===== config.mk =====
export PLATFORM = sky130hd
export DESIGN_NAME = mem_arbiter
export DESIGN_NICKNAME = d
export VERILOG_FILES = /design/src/rtl/mem_arbiter.sv
export SDC_FILE = /design/constraint.sdc
export NUM_CORES = 1
export LEC_CHECK = 0
export BUFFER_PORTS_ARGS = -buffer_cell sky130_fd_sc_hd__buf_4
export CAP_MARGIN = 20
export CORE_AREA = 4 4 110 112
export DETAILED_ROUTE_END_ITERATION = 10
export DIE_AREA = 0 0 114 116
export REMOVE_ABC_BUFFERS = 1
export SLEW_MARGIN = 40
export SYNTH_ARGS = -nofsm -noshare
export SYNTH_HDL_FRONTEND = slang
export SYNTH_SLANG_ARGS = --single-unit

===== constraint.sdc =====
create_clock -name clk -period 2.7 [get_ports clk]
set_input_delay 0.405 -clock clk [delete_from_list [all_inputs] [get_ports clk]]
set_output_delay 0.405 -clock clk [all_outputs]
set_load 0.005 [all_outputs]

===== src/rtl/mem_arbiter.sv =====
// Shares one synchronous-read memory port between instruction fetch and data access.
// Data has priority; a bounded streak counter lets a waiting fetch through eventually.
module mem_arbiter #(
   parameter int MAX_STREAK = 4,
   parameter int CNT_W      = 16
) (
   input  logic             clk,
   input  logic             rst,
   input  logic             i_req_valid,
   output logic             i_req_ready,
   input  logic [31:0]      i_addr,
   output logic             i_rsp_valid,
   output logic [31:0]      i_rsp_data,
   input  logic             i_flush,
   input  logic             d_req_valid,
   output logic             d_req_ready,
   input  logic [31:0]      d_addr,
   input  logic             d_we,
   input  logic [2:0]       d_op,
   input  logic [31:0]      d_wdata,
   output logic             d_rsp_valid,
   output logic [31:0]      d_rsp_data,
   output logic [31:0]      mem_addr,
   output logic             mem_we,
   output logic [2:0]       mem_op,
   output logic [31:0]      mem_wdata,
   input  logic [31:0]      mem_rdata,
   output logic [CNT_W-1:0] conflict_cnt
);

   typedef enum logic [1:0] {
      OWN_NONE = 2'd0,
      OWN_IRD  = 2'd1,
      OWN_DRD  = 2'd2
   } owner_t;

   localparam logic [3:0] MaxStreak = 4'(MAX_STREAK);

   owner_t           r_owner;
   owner_t           w_ownerNext;
   logic [3:0]       r_streak;
   logic [CNT_W-1:0] r_conflictCnt;
   logic             w_fetchElig;
   logic             w_dataElig;
   logic             w_streakFull;
   logic             w_grantI;
   logic             w_grantD;

   assign w_fetchElig  = i_req_valid & ~i_flush & ~rst;
   assign w_dataElig   = d_req_valid & ~rst;
   assign w_streakFull = (r_streak == MaxStreak);
   assign w_grantI     = w_fetchElig & (~w_dataElig | w_streakFull);
   assign w_grantD     = w_dataElig & ~(w_fetchElig & w_streakFull);

   assign i_req_ready = w_grantI;
   assign d_req_ready = w_grantD;

   always_comb begin
      mem_addr  = 32'd0;
      mem_we    = 1'b0;
      mem_op    = 3'b000;
      mem_wdata = 32'd0;
      if (w_grantI) begin
         mem_addr = i_addr;
         mem_op   = 3'b010;
      end else if (w_grantD) begin
         mem_addr  = d_addr;
         mem_we    = d_we;
         mem_op    = d_op;
         mem_wdata = d_wdata;
      end
   end

   // Streak only grows while fetch is actually being held off by data.
   always_ff @(posedge clk) begin
      if (rst) begin
         r_streak <= 4'd0;
      end else if (w_grantI || !w_fetchElig) begin
         r_streak <= 4'd0;
      end else if (w_grantD && r_streak < MaxStreak) begin
         r_streak <= r_streak + 4'd1;
      end
   end

   always_ff @(posedge clk) begin
      r_owner <= w_ownerNext;
   end

   always_comb begin
      w_ownerNext = OWN_NONE;
      if (rst) begin
         w_ownerNext = OWN_NONE;
      end else if (w_grantI) begin
         w_ownerNext = OWN_IRD;
      end else if (w_grantD && !d_we) begin
         w_ownerNext = OWN_DRD;
      end
   end

   assign i_rsp_valid = (r_owner == OWN_IRD) & ~i_flush & ~rst;
   assign d_rsp_valid = (r_owner == OWN_DRD) & ~rst;
   assign i_rsp_data  = (r_owner == OWN_IRD) ? mem_rdata : 32'd0;
   assign d_rsp_data  = (r_owner == OWN_DRD) ? mem_rdata : 32'd0;

   // Contention is counted on raw request overlap, whoever wins.
   always_ff @(posedge clk) begin
      if (rst) begin
         r_conflictCnt <= '0;
      end else if (i_req_valid && d_req_valid && !i_flush && !(&r_conflictCnt)) begin
         r_conflictCnt <= r_conflictCnt + 1'b1;
      end
   end

   assign conflict_cnt = r_conflictCnt;

endmodule


# Word-level counts from Yosys, hierarchy flattened

Index checks and enable logic that the tools add are counted.

Flip-flop bits (word level): 22
Output and inout bits: 152
Word-level logic and storage cells: 49

Mux-type cells: 12
Reduce and logical (&&, ||, !) cells: 13
$lt $le $gt $ge: 1
Bitwise logic cells: 14
Equality and inequality tests: 3
Add/sub/neg operators: 2

Operator list:

| operator                                                               | number |
|---|---|
| 32-bit 2-to-1 mux                                                      | 6 |
| 16-bit by 1-bit adder with 16-bit output (second input constant)       | 1 |
| 16-bit AND reduction                                                   | 1 |
| 1-bit bitwise AND                                                      | 9 |
| 3-bit 2-to-1 mux                                                       | 2 |
| 1-bit logical AND                                                      | 5 |
| 4-bit by 1-bit adder with 4-bit output (second input constant)         | 1 |
| 4-bit by 3-bit equality test with 1-bit output (second input constant) | 1 |
| 1-bit logical NOT                                                      | 4 |
| 4-bit by 3-bit < comparator with 1-bit output (second input constant)  | 1 |
| 1-bit NOT                                                              | 4 |
| 2-bit OR reduction                                                     | 2 |
| 1-bit 2-to-1 mux                                                       | 3 |
| 2-bit by 1-bit equality test with 1-bit output (second input constant) | 1 |
| 2-bit equality test (second input constant)                            | 1 |
| 2-bit 2-to-1 mux                                                       | 1 |
| 1-bit logical OR                                                       | 1 |
| 1-bit OR                                                               | 1 |

# Depth between registers and ports, before layout

Gate-level depths: netlist of run 1.

Depth after elaboration: 9
Depth in mapped cells: 6
Depth with buffers taken out: 5

# Worst setup path before layout of run 1

Ideal clock, no wire load.

Path kind: reg2out
Start: register r_streak[0]
End: output mem_addr[23]
Arrival time: 1.639 ns
Required time: 2.295 ns
Stages on the path, launching flop included: 7
Setup slack: 0.656 ns
Path buffers: 1
Cells stage by stage: dfxtp_1 inv_1 ha_1 a31oi_1 nor3b_1 clkbuf_1 a22o_1

Elaborated cells on any way between the ends: 8
Those cells by class: eq/ne (1); mux (2); bitwise (5)

RTL lines:

| what                                           | line | RTL |
|---|---|---|
| from (decl)                                    | 41   | `logic [3:0] r_streak;` |
| from (signal assigned)                         | 81   | `r_streak <= r_streak + 4'd1;` |
| 4-bit by 3-bit equality test with 1-bit output | 51   | `assign w_streakFull = (r_streak == MaxStreak);` |
| 1-bit OR                                       | 52   | `assign w_grantI = w_fetchElig & (~w_dataElig \| w_streakFull);` |
| 1-bit bitwise AND                              | 52   |  |
| via i_req_ready                                | 10   | `output logic i_req_ready,` |
| 32-bit 2-to-1 mux                              | 63   | `if (w_grantI) begin` |
| to (decl)                                      | 23   | `output logic [31:0] mem_addr,` |

The timed path passes the listed nets, and every way through them passes these cells.

# Final worst setup path of run 1

Start: register r_streak[0]
End: output mem_addr[3]

Word-level cells in the longest chain between the ends: 6
Elaborated cells on any way between the ends: 8
Those cells by class: eq/ne (1); mux (2); bitwise (5)

Ends and longest elaborated chain:

| what                                             | line | RTL |
|---|---|---|
| 4-bit by 3-bit equality test with 1-bit output * | 51   |  |
| 1-bit bitwise AND                                | 53   | `assign w_grantD = w_dataElig & ~(w_fetchElig & w_streakFull);` |
| 1-bit NOT                                        | 53   |  |
| 1-bit bitwise AND                                | 53   |  |
| 32-bit 2-to-1 mux                                | 66   | `end else if (w_grantD) begin` |
| 32-bit 2-to-1 mux *                              | 63   |  |

Every way passes the cells marked *; elsewhere a longest branch is shown, timed or not.

==> results of run 1 <==
sequential cells by signal, summed over array words and instances, names as in the netlist:
register,count
conflict_cnt,16
r_streak,4
r_owner,2
cell families after synthesis:
kind of cell / Yosys count / share of synthesized area
muxes: 3 / 0.0150
and+or+nand+nor: 158 / 0.471
adders and majority gates: 3 / 0.0180
xor gates and xnor gates: 2 / 0.00838
DFF: 22 / 0.211
AOI/OAI and AO/OA: 63 / 0.232
buffers and inverters: 25 / 0.0455
routing by layer:
| layer | up-vias | track usage |
|---|---|---|
| met1 | 1388 | 0.181 |
| met5 | - | 0 |
| li1 | 1536 | - |
| met4 | 0 | 0.0317 |
| met3 | 10 | 0.0381 |
| met2 | 142 | 0.291 |
worst max-delay path by stage:
| stage | endpoint | start |
|---|---|---|
| floorplan | mem_addr[0] | r_streak[0] |
| global placement | mem_wdata[23] | rst |
| detailed placement | mem_addr[21] | rst |
| CTS | mem_addr[21] | r_streak[0] |
| global route | mem_addr[0] | r_streak[0] |
| finish | mem_addr[3] | r_streak[0] |
worst max-delay path, stage by stage, from the launching register on:
cell and delay (ns):
dfxtp_1 0.38, inv_1 0.06, ha_1 0.20, a31oi_1 0.22, o21bai_4 0.33, buf_12 0.26
a22o_1 0.17, buf_4 0.11
stage by stage:
stage               setup TNS (ns)  instance area (µm²)  instances
finish                           0                 4540        700
global route                     0                 4540        700
CTS                              0                 4540        700
detailed placement               0                 4470        697
global placement                 0                 4470        697
floorplan                   -44.24                 2020        257
cell usage in the layout (no fill, tap or decap), drive strengths merged, types with 2 or more instances in the layout:
master,instances
a22o,32
o21ai,4
mux2i,2
nand2b,3
nor2,8
ha,3
nand2,6
and2,100
nor2b,5
buf,297
nand4,6
dfxtp,22
nand3,5
or3,4
o31ai,7
nor3b,3
nor4,4
or2,3
clkbuf,3
or4,7
a21oi,13
nor3,2
inv,6
where the power goes:
part | leakage, nW | switching (mW) | internal (mW)
clock | 0.0370 | 0.113 | 0.196
sequential | 0.178 | 0.00257 | 0.327
combinational | 2.11 | 0.183 | 0.320
final cells by class:
| type | instances | share of cell area |
|---|---|---|
| Timing Repair Buffer | 297 | 0.496 |
| Inverter | 6 | 0.00496 |
| Sequential cell | 22 | 0.0969 |
| Tap cell | 143 | 0.0394 |
| Multi-Input combinational cell | 229 | 0.346 |
| Clock buffer | 3 | 0.0165 |
==> impl_metrics.json, run 1 <==
{
  "run_status": "completed",
  "required_ns": 2.30,
  "async_flop_share": 0,
  "multi_input_area_um2": 1570,
  "rsz0062_at_grt": "no",
  "cap_viol_max_count": 0,
  "grt_antenna_before_repair": 0,
  "ant_nets": 0,
  "arrival_ns": 2.00,
  "tightest_slew_ns": 0.580,
  "synth.cell_area_um2": 2090,
  "power_mw": 1.14,
  "portBuffers": 288,
  "min_period_ns": 2.40,
  "place_hpwl_um": 10000,
  "drtPass1Iterations": 4,
  "yosysTopAreaCellShare": 0.299,
  "cts_hold_buf": 0,
  "crit-reg2reg-capture": "conflict_cnt[14]",
  "clock_sinks": 22,
  "grtUsageTotal": 0.156,
  "vdd_drop_max_mv": 0.210,
  "clock_latency_ns": 0.25,
  "synth_common_cells": "100 x and2_1, 32 x a22o_1, 22 x dfxtp_1, 18 x clkbuf_1, 13 x a21oi_1",
  "cts_buffers": 3,
  "cts-root-buf": "clkbuf_16",
  "regArea_um2": 440,
  "clockBufferDepth": 2,
  "r2r_setup_slack_ns": 0.64,
  "nets": 699,
  "cellPowerDensity_nw_per_um2": 251,
  "die-width_um": 114,
  "worst_r2r_path_depth": 5,
  "highest_layer": "met4",
  "ys.flop_type": "dfxtp_1",
  "drive_gt1_frac": 0.560,
  "worst_slack_ns": 0.297,
  "synth_edf_count": 0,
  "wl_per_cell_um": 16.6,
  "grt_max_degree": 37,
  "cts_max_level": 1,
  "io_pins": 289,
  "cp-start-kind": "flip-flop",
  "hold_start": "d_we",
  "dr_wl_met3_um": 942,
  "drc_errors": 0,
  "fmax_mhz": 416,
  "max-slew-margin-rel": 0.612,
  "cp-end-kind": "primary output",
  "yosysMostFrequentCell": "and2_1",
  "postSynthCellCount": 276,
  "die_h_um": 116,
  "yosys.area.top_type": "and2_1",
  "yosys_warnings": 0,
  "yosys-top-cells-area": "and2_1 30%, dfxtp_1 21%, a22o_1 13%",
  "crit_type": "flip-flop to primary output",
  "start_util": 0.186,
  "core_um2": 11200,
  "cts.clk_slew.worst_paths_ns": 0.06,
  "final_util": 0.405,
  "drt_iter0_drc": 91,
  "via_per_inst": 4.39,
  "finalWeightedCongestion": 0.913,
  "grt_pass1_wl_um": 16400,
  "pre_cts_ws_ns": 0.478,
  "dieArea_um2": 13200,
  "cts_tree": "yes",
  "p_leak_nw": 2.32,
  "hold-path-cell-count": 2,
  "grt.overflow.total": 0,
  "num_vias": 3076,
  "grt_pass1_vias": 2956,
  "finalCritPeriodShare": 0.890,
  "wl_met1_um": 4160,
  "fill_cells": 1179,
  "hold_path.class": "input pin to flip-flop",
  "critPathMaxFanout": 36,
  "ys_types": 38,
  "r2r_start": "conflict_cnt[0]",
  "cts_setup_buffers": 0,
  "antenna_cells": 0,
  "area_growth_pct": 117,
  "setup_viol_count_final": 0,
  "ys_seq_area_frac": 0.211,
  "wl_met2_um": 6390,
  "worstHoldEndpoint": "r_owner[1]",
  "route.final.wire_length_um": 11700,
  "cts_resized": 0,
  "synth-seq-cells": 22,
  "skew_ns": 0.00338,
  "row_count": 39,
  "maxSlewViolCount": 0,
  "fin_hold_ws_ns": 0.319,
  "avgSynthCellArea_um2": 7.58,
  "hold_viol": 0
}
(Power assumes the default switching activity.)
==> run 2, diff against run 1 <==
- CORE_AREA: 4 4 110 112 -> 2 2 112 114
- CTS_BUF_LIST: unset -> sky130_fd_sc_hd__clkbuf_8
==> run 2 against run 1 <==
Register-to-register slack hardly changed. Clock skew is 0.0015 ns higher. Utilization is 2.5 points lower. Design area is 0.50% lower. Critical path depth stayed put. Cell count is 0.57% higher. Combinational power hardly changed. Clock power is 21% lower. Largest cell class unchanged. Highest routed layer unchanged.
==> impl_metrics.json, run 2 (synthesis results as in run 1) <==
{
  "hold-path-cell-count": 2,
  "cts_resized": 0,
  "cts_tree": "yes",
  "antenna_cells": 0,
  "cts_buffers": 3,
  "grt_pass1_wl_um": 16000,
  "sequentialPowerShare": 0.307,
  "use_met3": 0.0377,
  "required_ns": 2.30,
  "area_growth_pct": 116,
  "wl_per_cell_um": 16.7,
  "finalWeightedCongestion": 0.823,
  "grt_pass1_vias": 2945,
  "cellPowerDensity_nw_per_um2": 238,
  "rsz0062_at_grt": "no",
  "grt_max_degree": 38,
  "critPathMaxFanout": 37,
  "fmax_mhz": 400,
  "final_util": 0.380,
  "run_status": "completed",
  "skew_ns": 0.00486,
  "crit_type": "flip-flop to primary output",
  "cts.clk_slew.worst_paths_ns": 0.08,
  "setup_viol_count_final": 0,
  "cts_max_level": 1,
  "p_leak_nw": 2.31,
  "place_hpwl_um": 10200,
  "worst_r2r_path_depth": 5,
  "start_util": 0.176,
  "num_vias": 3087,
  "grt_most_used_layer": "met2",
  "via_per_inst": 4.38,
  "min_period_ns": 2.50,
  "cellInternalPower_mw": 0.776,
  "drive_gt1_frac": 0.560,
  "cts_hold_buf": 0,
  "die-width_um": 114,
  "grt_antenna_before_repair": 0,
  "cp-end-kind": "primary output",
  "cap_viol_max_count": 0,
  "core_um2": 11900,
  "portBuffers": 288,
  "ant_nets": 0,
  "nets": 698,
  "drt_iter0_drc": 133,
  "gr-usage-met1": 0.170,
  "cp-start-kind": "flip-flop",
  "hold_viol": 0,
  "clock_sinks": 22,
  "grtUsageTotal": 0.155,
  "power_frac_comb": 0.467,
  "cts-root-buf": "clkbuf_8",
  "mostFrequentLayoutCell": "buf_4",
  "clockBufferDepth": 2,
  "final_cell_mix": "294 x buf_4, 100 x and2_1, 32 x a22o_1",
  "die_h_um": 116,
  "dieArea_um2": 13200,
  "cts_setup_buffers": 0,
  "drc_errors": 0,
  "arrival_ns": 2.09,
  "grt_use_met2": 0.306,
  "io_pins": 289,
  "netSwitchingFraction": 0.278,
  "grt.overflow.total": 0,
  "dp.cells": 700,
  "max-slew-margin-rel": 0.556,
  "row_count": 40,
  "finalCritPeriodShare": 0.925,
  "p_switching_mw": 0.298,
  "drtPass1Iterations": 4,
  "tightest_slew_ns": 0.665,
  "route.final.wire_length_um": 11800,
  "fin_cells": 704,
  "vdd_drop_max_mv": 0.128,
  "clock_latency_ns": 0.27,
  "clkPwrFrac": 0.226,
  "largest_reg_flops": 16,
  "hold_path.class": "input pin to flip-flop",
  "maxSlewViolCount": 0
}
## run 2: cell types whose count changed in the layout (fill, tap and decap cells not counted)
| cell | before | now |
|---|---|---|
| clkbuf_8 | 0 | 4 |
| clkbuf_16 | 3 | 0 |
| buf_4 | 295 | 294 |
## run 2: worst max-delay path: stages (launching register included)
cell	delay (ns)
dfxtp_1	0.37
inv_1	0.06
ha_1	0.19
a31oi_1	0.23
o21bai_4	0.36
buf_12	0.27
and2_1	0.20
buf_4	0.13
## run 2: metrics by stage
stage	setup slack, ns	hold WS [ns]	total power [mW]	instance area [µm²]	setup TNS [ns]
5_1_grt	0.0516	0.305	1.13	4520	0
3_5_place_dp	0.361	0.494	0.846	4470	0
3_3_place_gp	0.401	0.470	0.841	4470	0
2_1_floorplan	-0.684	0.452	0.474	2020	-44.24
6_report	0.203	0.319	1.07	4520	0
4_1_cts	0.174	0.314	1.09	4520	0
## run 2: worst paths after layout
kind	start	end	slack [ns]
setup / recovery	r_streak[0]	mem_op[0]	0.20
hold / removal	d_we	r_owner[1]	0.32
setup reg to reg	conflict_cnt[0]	conflict_cnt[14]	0.65
hold reg to reg	r_streak[3]	r_streak[3]	0.51
## run 2: power by group through the flow
stage / Sequential, mW / Combinational (mW) / Clock, mW
CTS: 0.329 / 0.509 / 0.251
floorplan: 0.337 / 0.137 / 0
detailed placement: 0.337 / 0.509 / 0
global route: 0.330 / 0.536 / 0.267
finish: 0.329 / 0.502 / 0.243
global placement: 0.337 / 0.504 / 0
## run 2: area by class of cell
class                      count  area, µm²
timing repair buffer         296       2250
fill                        1260       7390
multi-input combinational    229       1570
clock buffer                   4       55.1
inverter                       6       22.5
sequential                    22        440
tap                          147        184
## run 2: routing by layer
layer  up-vias  wire [µm]
li1       1531          -
met1      1414       4250
met2       132       6620
met3        10        818
met4         0        101
met5         -          0
